$ cat config.mk
export PLATFORM = sky130hd
export DESIGN_NAME = ascon_absorb
export DESIGN_NICKNAME = d
export VERILOG_FILES = /design/src/rtl/ascon_pkg.sv /design/src/rtl/ascon_round.sv /design/src/rtl/ascon_absorb.sv
export SDC_FILE = /design/constraint.sdc
export NUM_CORES = 2
export LEC_CHECK = 0
export BUFFER_PORTS_ARGS = -buffer_cell sky130_fd_sc_hd__buf_2
export CAP_MARGIN = 10
export CORE_MARGIN = 5
export CORE_UTILIZATION = 30
export DETAILED_ROUTE_END_ITERATION = 12
export PLACE_DENSITY_LB_ADDON = 0.1
export SYNTH_ARGS = -nofsm -noshare
export SYNTH_HDL_FRONTEND = slang
export SYNTH_SLANG_ARGS = --single-unit
$ cat constraint.sdc
create_clock -name clk_i -period 3.8 [get_ports clk_i]
set_input_delay 0.57 -clock clk_i [delete_from_list [all_inputs] [get_ports clk_i]]
set_output_delay 0.57 -clock clk_i [all_outputs]
set_load 0.05 [all_outputs]
$ cat src/rtl/ascon_pkg.sv
// Shared ASCON types and constants for the init, absorb and finalization stages.
package ascon_pkg;

  typedef logic [4:0][63:0] ascon_state_t;

  localparam int unsigned NUM_ROUNDS = 12;

  localparam logic [7:0] ROUND_CONST [12] = '{
    8'hF0, 8'hE1, 8'hD2, 8'hC3, 8'hB4, 8'hA5,
    8'h96, 8'h87, 8'h78, 8'h69, 8'h5A, 8'h4B
  };

  typedef enum logic {
    BlkAd = 1'b0,
    BlkPt = 1'b1
  } blk_kind_e;

  typedef enum logic [2:0] {
    StIdle,
    StAdWait,
    StPermute,
    StPtWait,
    StDone
  } absorb_state_e;

  function automatic logic [63:0] ror64(input logic [63:0] x, input int unsigned n);
    return (x >> n) | (x << (64 - n));
  endfunction

endpackage

$ cat src/rtl/ascon_round.sv
// One combinational ASCON permutation round: constant addition, bit-sliced S-box, linear layer.
module ascon_round
  import ascon_pkg::*;
(
  input  ascon_state_t state_i,
  input  logic [3:0]   rnd_i,
  output ascon_state_t state_o
);

  logic [63:0] x0, x1, x2, x3, x4;
  logic [63:0] t0, t1, t2, t3, t4;

  always_comb begin
    x0 = state_i[0];
    x1 = state_i[1];
    x2 = state_i[2] ^ {56'h0, ROUND_CONST[rnd_i]};
    x3 = state_i[3];
    x4 = state_i[4];

    x0 = x0 ^ x4;
    x4 = x4 ^ x3;
    x2 = x2 ^ x1;
    t0 = ~x0 & x1;
    t1 = ~x1 & x2;
    t2 = ~x2 & x3;
    t3 = ~x3 & x4;
    t4 = ~x4 & x0;
    x0 = x0 ^ t1;
    x1 = x1 ^ t2;
    x2 = x2 ^ t3;
    x3 = x3 ^ t4;
    x4 = x4 ^ t0;
    x1 = x1 ^ x0;
    x0 = x0 ^ x4;
    x3 = x3 ^ x2;
    x2 = ~x2;

    state_o[0] = x0 ^ ror64(x0, 19) ^ ror64(x0, 28);
    state_o[1] = x1 ^ ror64(x1, 61) ^ ror64(x1, 39);
    state_o[2] = x2 ^ ror64(x2, 1)  ^ ror64(x2, 6);
    state_o[3] = x3 ^ ror64(x3, 10) ^ ror64(x3, 17);
    state_o[4] = x4 ^ ror64(x4, 7)  ^ ror64(x4, 41);
  end

endmodule

$ cat src/rtl/ascon_absorb.sv
// ASCON absorb stage: AD absorption, domain separation and PT->CT encryption with p^b between
// blocks. Define ASCON_UNROLL2_EN to run two rounds per cycle (ROUNDS_B must then be even).
module ascon_absorb
  import ascon_pkg::*;
#(
  parameter int unsigned ROUNDS_B = 6
) (
  input  logic         clk_i,
  input  logic         rst_i,
  input  logic         state_valid_i,
  output logic         state_ready_o,
  input  ascon_state_t state_i,
  input  logic         blk_valid_i,
  output logic         blk_ready_o,
  input  logic [63:0]  blk_data_i,
  input  logic         blk_is_pt_i,
  input  logic         blk_last_i,
  output logic         ct_valid_o,
  input  logic         ct_ready_i,
  output logic [63:0]  ct_data_o,
  output logic         done_o,
  output ascon_state_t state_o
);

  if (ROUNDS_B == 0 || ROUNDS_B > NUM_ROUNDS) begin : g_bad_rounds
    $error("ROUNDS_B must lie in 1..12");
  end

  localparam logic [3:0] RndFirst = 4'(NUM_ROUNDS - ROUNDS_B);
`ifdef ASCON_UNROLL2_EN
  localparam logic [3:0] RndStep = 4'd2;
  if (ROUNDS_B % 2 != 0) begin : g_odd_rounds
    $error("ROUNDS_B must be even when two rounds run per cycle");
  end
`else
  localparam logic [3:0] RndStep = 4'd1;
`endif
  localparam logic [3:0] RndLast = 4'(NUM_ROUNDS - RndStep);

  absorb_state_e fsm_q, fsm_d;
  ascon_state_t  state_q, state_d;
  logic [3:0]    rnd_q, rnd_d;
  logic          sep_pending_q, sep_pending_d;
  logic          phase_pt_q, phase_pt_d;
  logic          fin_pending_q, fin_pending_d;
  logic [63:0]   ct_data_q, ct_data_d;
  logic          ct_valid_q, ct_valid_d;

  ascon_state_t  rnd0_out, perm_out;
  ascon_state_t  pt_base;
  logic [63:0]   pt_ct;
  logic          pt_accept;

  ascon_round u_round0 (
    .state_i (state_q),
    .rnd_i   (rnd_q),
    .state_o (rnd0_out)
  );

`ifdef ASCON_UNROLL2_EN
  logic [3:0] rnd_hi;
  assign rnd_hi = rnd_q + 4'd1;

  ascon_round u_round1 (
    .state_i (rnd0_out),
    .rnd_i   (rnd_hi),
    .state_o (perm_out)
  );
`else
  assign perm_out = rnd0_out;
`endif

  assign pt_ct = pt_base[0] ^ blk_data_i;

  always_comb begin
    fsm_d         = fsm_q;
    state_d       = state_q;
    rnd_d         = rnd_q;
    sep_pending_d = sep_pending_q;
    phase_pt_d    = phase_pt_q;
    fin_pending_d = fin_pending_q;
    ct_data_d     = ct_data_q;
    ct_valid_d    = ct_valid_q;
    state_ready_o = 1'b0;
    blk_ready_o   = 1'b0;
    done_o        = 1'b0;
    pt_accept     = 1'b0;
    pt_base       = state_q;

    // CT drains independently of the FSM, so permutation overlaps consumer backpressure.
    if (ct_valid_q && ct_ready_i) begin
      ct_valid_d = 1'b0;
    end

    unique case (fsm_q)
      StIdle, StDone: begin
        state_ready_o = 1'b1;
        done_o        = (fsm_q == StDone);
        if (state_valid_i) begin
          state_d       = state_i;
          rnd_d         = RndFirst;
          sep_pending_d = 1'b0;
          phase_pt_d    = 1'b0;
          fin_pending_d = 1'b0;
          fsm_d         = StAdWait;
        end
      end

      StAdWait: begin
        blk_ready_o = 1'b1;
        if (blk_valid_i) begin
          if (blk_kind_e'(blk_is_pt_i) == BlkPt) begin
            // No AD at all: domain separation folds into this PT block's cycle.
            pt_accept  = 1'b1;
            pt_base[4] = state_q[4] ^ 64'd1;
          end else begin
            state_d[0]    = state_q[0] ^ blk_data_i;
            sep_pending_d = blk_last_i;
            phase_pt_d    = 1'b0;
            rnd_d         = RndFirst;
            fsm_d         = StPermute;
          end
        end
      end

      StPermute: begin
        state_d = perm_out;
        rnd_d   = rnd_q + RndStep;
        if (rnd_q == RndLast) begin
          rnd_d = RndFirst;
          if (sep_pending_q) begin
            state_d[4]    = perm_out[4] ^ 64'd1;
            sep_pending_d = 1'b0;
            phase_pt_d    = 1'b1;
            fsm_d         = StPtWait;
          end else begin
            fsm_d = phase_pt_q ? StPtWait : StAdWait;
          end
        end
      end

      StPtWait: begin
        if (fin_pending_q) begin
          if (!ct_valid_q || ct_ready_i) begin
            fin_pending_d = 1'b0;
            fsm_d         = StDone;
          end
        end else begin
          blk_ready_o = (blk_kind_e'(blk_is_pt_i) == BlkPt) && !(ct_valid_q && !ct_ready_i);
          pt_accept   = blk_valid_i && blk_ready_o;
        end
      end

      default: fsm_d = StIdle;
    endcase

    if (pt_accept) begin
      state_d    = pt_base;
      state_d[0] = pt_ct;
      ct_data_d  = pt_ct;
      ct_valid_d = 1'b1;
      phase_pt_d = 1'b1;
      if (blk_last_i) begin
        fin_pending_d = 1'b1;
        fsm_d         = StPtWait;
      end else begin
        rnd_d = RndFirst;
        fsm_d = StPermute;
      end
    end
  end

  always_ff @(posedge clk_i) begin
    if (rst_i) begin
      fsm_q         <= StIdle;
      state_q       <= '0;
      rnd_q         <= '0;
      sep_pending_q <= 1'b0;
      phase_pt_q    <= 1'b0;
      fin_pending_q <= 1'b0;
      ct_data_q     <= '0;
      ct_valid_q    <= 1'b0;
    end else begin
      fsm_q         <= fsm_d;
      state_q       <= state_d;
      rnd_q         <= rnd_d;
      sep_pending_q <= sep_pending_d;
      phase_pt_q    <= phase_pt_d;
      fin_pending_q <= fin_pending_d;
      ct_data_q     <= ct_data_d;
      ct_valid_q    <= ct_valid_d;
    end
  end

  assign ct_valid_o = ct_valid_q;
  assign ct_data_o  = ct_data_q;
  assign state_o    = state_q;

endmodule

## Word-level counts from Yosys, hierarchy flattened

Memory sizes are Yosys's and may differ from the RTL's.
Index checks and enable logic that the tools add are counted.

| storage, ports and cells | value |
|---|---|
| flip-flop bits (word level) | 395 |
| bits in read-only memories | 128 |
| bits of input ports | 391 |
| output and inout port bits | 388 |
| word-level logic and storage cells | 162 |
| memories | 1 |

| cells by class | value |
|---|---|
| add/subtract/negate cells | 1 |
| $lt $le $gt $ge | 1 |
| equality and inequality tests | 19 |
| muxes and demuxes | 58 |
| bitwise operators | 48 |
| reduce and logical (&&, ||, !) cells | 21 |

Memory list:

| memory | depth | bits a word | read ports | clocked after Yosys merged registers in | wr ports | RTL line | RTL |
|---|---|---|---|---|---|---|---|
| (no name shown) | 16 | 8 | 1 | 0 | 0 | ascon_round.sv:16 | `x2 = state_i[2] ^ {56'h0, ROUND_CONST[rnd_i]};` |

Operator list:

| kind | count |
|---|---|
| $xor 64x64->64 | 22 |
| $mux 320 | 2 |
| $pmux 256 s2 | 1 |
| $not 64->64 | 6 |
| $and 64x64->64 | 5 |
| $pmux 64 s3 | 1 |
| $mux 64 | 2 |
| $or 23x64->64 | 1 |
| $or 25x64->64 | 1 |
| $or 3x64->64 | 1 |
| $or 36x64->64 | 1 |
| $or 45x64->64 | 1 |
| $or 47x64->64 | 1 |
| $or 54x64->64 | 1 |
| $or 57x64->64 | 1 |
| $or 58x64->64 | 1 |
| $or 63x64->64 | 1 |
| $xor 64x8->64 | 1 |
| $mux 1 | 28 |
| $mux 4 | 6 |
| $mux 3 | 7 |
| $ne 3x3->1 const B | 7 |
| $mux 8 | 2 |
| $ne 2x2->1 const B | 6 |
| 26 further kinds | 42 |

## Depth between registers and ports, before layout

| depth | value |
|---|---|
| word-level depth | 15 |
| gate-level depth with buffers | 10 |

## Hierarchy

Synthesis repeated with hierarchy kept, for this count alone.

| unflattened totals | value |
|---|---|
| cell total of the unflattened synthesis | 4237 |
| area total of the unflattened synthesis | 34453.0 um^2 |

Modules (own cells, without submodules):

| module | instances | cells an instance | area each (um^2) |
|---|---|---|---|
| ascon_absorb | 1 | 2436 | 18969.4 |
| ascon_round | 1 | 1801 | 15483.6 |

## Least setup slack after synthesis

Ideal clock, no wire load.

| path | value |
|---|---|
| kind | reg-to-reg |
| start point | register state_q, in the netlist state_o[119] |
| end point | register state_q, in the netlist state_o[230] |
| library setup time | 0.129 ns |
| arrival | 2.355 ns |
| data required time | 3.671 ns |
| slack | 1.315 ns |
| stages on the path, launching flop included | 8 |
| buffers on the path | 0 |
| cell sequence | dfxtp_1 > inv_1 > ha_1 > xor2_1 > xnor2_2 > xnor3_1 > o211ai_1 > o31ai_1 |

| between the ends | value |
|---|---|
| word-level cells in the longest chain between the ends | 6 |

RTL lines:

| what | RTL line | RTL |
|---|---|---|
| from (decl) | ascon_absorb.sv:41 | `ascon_state_t state_q, state_d;` |
| from (signal assigned) | ascon_absorb.sv:185 | `state_q <= state_d;` |
| $xor 64x64->64 | ascon_round.sv:22 | `x2 = x2 ^ x1;` |
| $xor 64x64->64 | ascon_round.sv:30 | `x2 = x2 ^ t3;` |
| $xor 64x64->64 | ascon_round.sv:35 | `x3 = x3 ^ x2;` |
| $or 47x64->64 | ascon_pkg.sv:27 | `return (x >> n) \| (x << (64 - n));` |
| $xor 64x64->64 | ascon_round.sv:41 | `state_o[3] = x3 ^ ror64(x3, 10) ^ ror64(x3, 17);` |
| $pmux 256 s2 | ascon_absorb.sv:95 | `unique case (fsm_q)` |

Every way passes these cells.
A chain may end at the register's enable or synchronous reset.

## Worst setup path in the final report

| path | value |
|---|---|
| start point | register rnd_q[2] |
| end point | register state_q, in the netlist state_o[194] |

| between the ends | value |
|---|---|
| word-level cells in the longest chain between the ends | 11 |

RTL lines:

| what | RTL line | RTL |
|---|---|---|
| from (decl) | ascon_absorb.sv:42 | `logic [3:0] rnd_q, rnd_d;` |
| from (signal assigned) | ascon_absorb.sv:186 | `rnd_q <= rnd_d;` |
| $not 4->5 (implied by the code) | ascon_round.sv:16 |  |
| $mem_v2 16x8 | -- |  |
| $mux 8 (implied by the code) (2 in a row) | ascon_round.sv:16 |  |
| $xor 64x8->64 | ascon_round.sv:16 |  |
| $xor 64x64->64 | ascon_round.sv:22 |  |
| $xor 64x64->64 | ascon_round.sv:30 |  |
| $xor 64x64->64 | ascon_round.sv:35 |  |
| $xor 64x64->64 (2 in a row) | ascon_round.sv:41 |  |
| $pmux 256 s2 | ascon_absorb.sv:95 |  |

Every way passes these cells. The select of a mux whose other input is x is not followed.

==> summary.txt <==
Global routing
  • Gr busiest metal: met2
  • Met1 GRT Util: 43.5%
  • Met2 GRT Util: 54.1%
  • Grt total ovfl: 0
  • Largest net degree at the start of global routing: 143
  • Gr usage total: 34.6%
  • First-pass GRT wire length: 300000 um
  • Met3 Track Usage GR: 10.3%
  • Antenna violations before repair: 14
  • Vias in the first global route: 34100

STA
  • Slew HR: 5.31%
  • Tcrit/Tclk final: 86.1%
  • Final hold violation count: 0
  • Fin Setup TNS: 0 ns
  • Final setup fails: 0
  • Max-slew violations: 0
  • Worst clock skew: 0.0212 ns
  • Worst-margin pin slew: 1.41 ns
  • Max Freq: 0.306 GHz
  • RSZ-0062 raised after global routing: false
  • Final min period: 3.27 ns

Critical path
  • R2R Path Start: rnd_q[2]
  • Critical path's largest stage delay: 0.75 ns
  • Crit-path slowest cell: xor2_1
  • Crit path DAT: 3.81 ns
  • Critical path peak fanout: 7
  • Critical path class: flop to flop
  • Most Frequent Cell on Critical Path: xor2_1
  • CP Launch Point: rnd_q[2]
  • Worst EP required: 4.34 ns
  • CP Launch Type: flop
  • CP Capture Type: flop
  • Crit path cell chain: nor2b_1 -> xor2_1 -> ha_1 -> xor2_1 -> xnor2_2 -> xnor3_1 -> o211ai_1 -> o31ai_1

Synth
  • Warnings from Yosys: 0
  • Register area share after synthesis: 22.5%
  • Avg Cell Area, Syn: 8.80 sq um
  • Synth Flop Type: dfxtp_1
  • Net Count, Synth: 4517
  • Post-synth EDFFs: 0
  • Mapped cell area: 35200 sq um
  • Async SR Flop Fraction: 0%
  • FF+latch count, synth: 395
  • Post-synthesis cell type count: 68
  • Synth Instances: 3997

Cells and area
  • Final instance area: 43800 sq um
  • Share of cells above drive strength 1: 26.7%
  • Nets: 5323
  • Area Overhead vs Synth: 24.5%
  • Most common cell after layout, fill and taps aside: buf_2
  • Most frequent cells in the layout: buf_2, xnor2_1, dfxtp_1, nor2_1, nand2_1

Die
  • Row count: 125
  • Die ar.: 124000 sq um
  • Core Region: 116000 sq um
  • Overall die height: 352 um
  • I/O pin count: 779
  • Starting Density: 30.2%
  • Die width: 352 um

Clock network
  • Sink Count: 395
  • Worst skew pair latency: 0.68 ns
  • Hold-fix buffers at CTS: 0
  • CTS Root Cell: clkbuf_16
  • # H-tree levels: 2
  • Clock tree buffer depth: 3
  • Clock slew at reported path FFs: 0.06 ns
  • Cts repair resizes: 0
  • Num CTS Buffers: 56
  • Setup bufs post-CTS: 0
  • CTS tree: yes

Place
  • DPL Wire Length: 186000 um
  • Cell Area, Placed: 41800 sq um
  • GPL Wtd Cong: 1.03
  • Count of input and output buffers: 778

Detailed routing
  • Routed wire length: 226000 um
  • DRC: 0
  • Final ANT Viol Nets: 0
  • Via-to-Cell Ratio: 5.57
  • Initial drt markers: 3774
  • Drt wl/cell: 35.4 um
  • Pre-antenna DRT Iters: 5
  • Via count: 35500

Job
  • Max-cap violation count: 0

Run status
  • Status: finished, final reports clean

Min path
  • Hold crit path type: input port to flop
  • Hold Crit Start: state_i[83]
## final timing paths
| path | end | slack, ns | depth (start not counted) |
|---|---|---|---|
| setup / recovery | state_o[194] | 0.53 | 8 |
| hold reg to reg | phase_pt_q | 0.45 | 2 |
| hold / removal | state_o[83] | 0.18 | 3 |
| setup reg to reg | state_o[194] | 0.53 | 8 |
## final cells by class
cell class	count	area, sq um
sequential	395	7910
timing repair buffer	1007	5890
multi-input combinational	3133	25300
tap	1524	1910
clock buffer	71	1580
antenna	7	17.5
fill	12300	72600
inverter	210	793
clock inverter	33	365
## Yosys cell counts (9+ instances only)
master     number  share of area, %
maj3_2         12              0.38
or3_1          64               1.1
a41oi_1        59               1.5
a211oi_1       78               1.7
o211ai_1       92               2.0
xor2_2         11              0.51
ha_1          129               4.6
a221o_1        29              0.83
a211oi_2       15              0.53
clkbuf_1      153               1.6
nor3_1         40              0.57
a21oi_1       124               1.8
or2_2          64               1.1
o221ai_1        9              0.22
mux2i_1        51               1.5
maj3_1         42               1.2
o31ai_1        93               2.0
and4_1         33              0.82
a22o_1         35              0.87
buf_2          75               1.1
buf_4          15              0.32
a31oi_1        54              0.96
o22ai_1        21              0.37
a2bb2oi_1      38              0.95
a221oi_1       38              0.95
o21ai_1        32              0.46
nor2_1        385               4.1
dfxtp_1       395                22
o21ai_0       135               1.9
xor2_1        235               5.9
nand4_1        10              0.18
xnor3_1       155               9.9
inv_1         209               2.2
xnor2_1       569                14
xnor2_2        57               2.6
a22oi_1        26              0.56
nand3_1        64              0.91
buf_6          10              0.32
o32ai_1        37              0.92
nand2_1       249               2.7
## per-layer routing
layer / part of all wire, % / up-vias
met5: 0.018 / -
met4: 5.9 / 8
met3: 10 / 360
met2: 44 / 1782
met1: 40 / 17600
li1: - / 15700
## flip-flops by register name, summed over array words and instances, names as in the netlist
signal and cells:
rnd_q 4, phase_pt_q 1, sep_pending_q 1, ct_valid_o 1, fsm_q 3, ct_data_o 64, fin_pending_q 1, state_o 320
## metrics by stage
step                setup WS (ns)  utilization, %  cells  hold slack (ns)
finish                      0.529            37.6   6380            0.179
global route                0.453            37.6   6377            0.185
CTS                         0.623            37.6   6373            0.138
detailed placement          0.635            35.9   6269            0.439
global placement            0.550            35.9   6269            0.434
floorplan                    1.32               -   3997            0.422
## cell families (layout without fill, tap and decap cells)
logic type	after synthesis	after routing	synth area share, %
AOI/OAI and AO/OA	933	933	18.9
xor gates and xnor gates	1028	1028	33.2
adders and majority gates	183	183	6.17
buffers and inverters	469	1321	5.66
DFF	395	395	22.5
muxes	52	52	1.48
other	0	7	0
and+or+nand+nor	937	937	12.1
## worst max-delay path: cells and delay by family (launching register included)
kind | cells | cell delay [ns]
XOR/XNOR | 4 | 1.87
flip-flops | 1 | 0.44
AO/OA/AOI/OAI | 2 | 0.27
adder cells (fa/ha/maj) | 1 | 0.29
AND/OR/NAND/NOR | 1 | 0.26
Power is left out: the tool's default activity adds up to more than one toggle a clock period on the data nets, which glitch-free logic cannot reach.
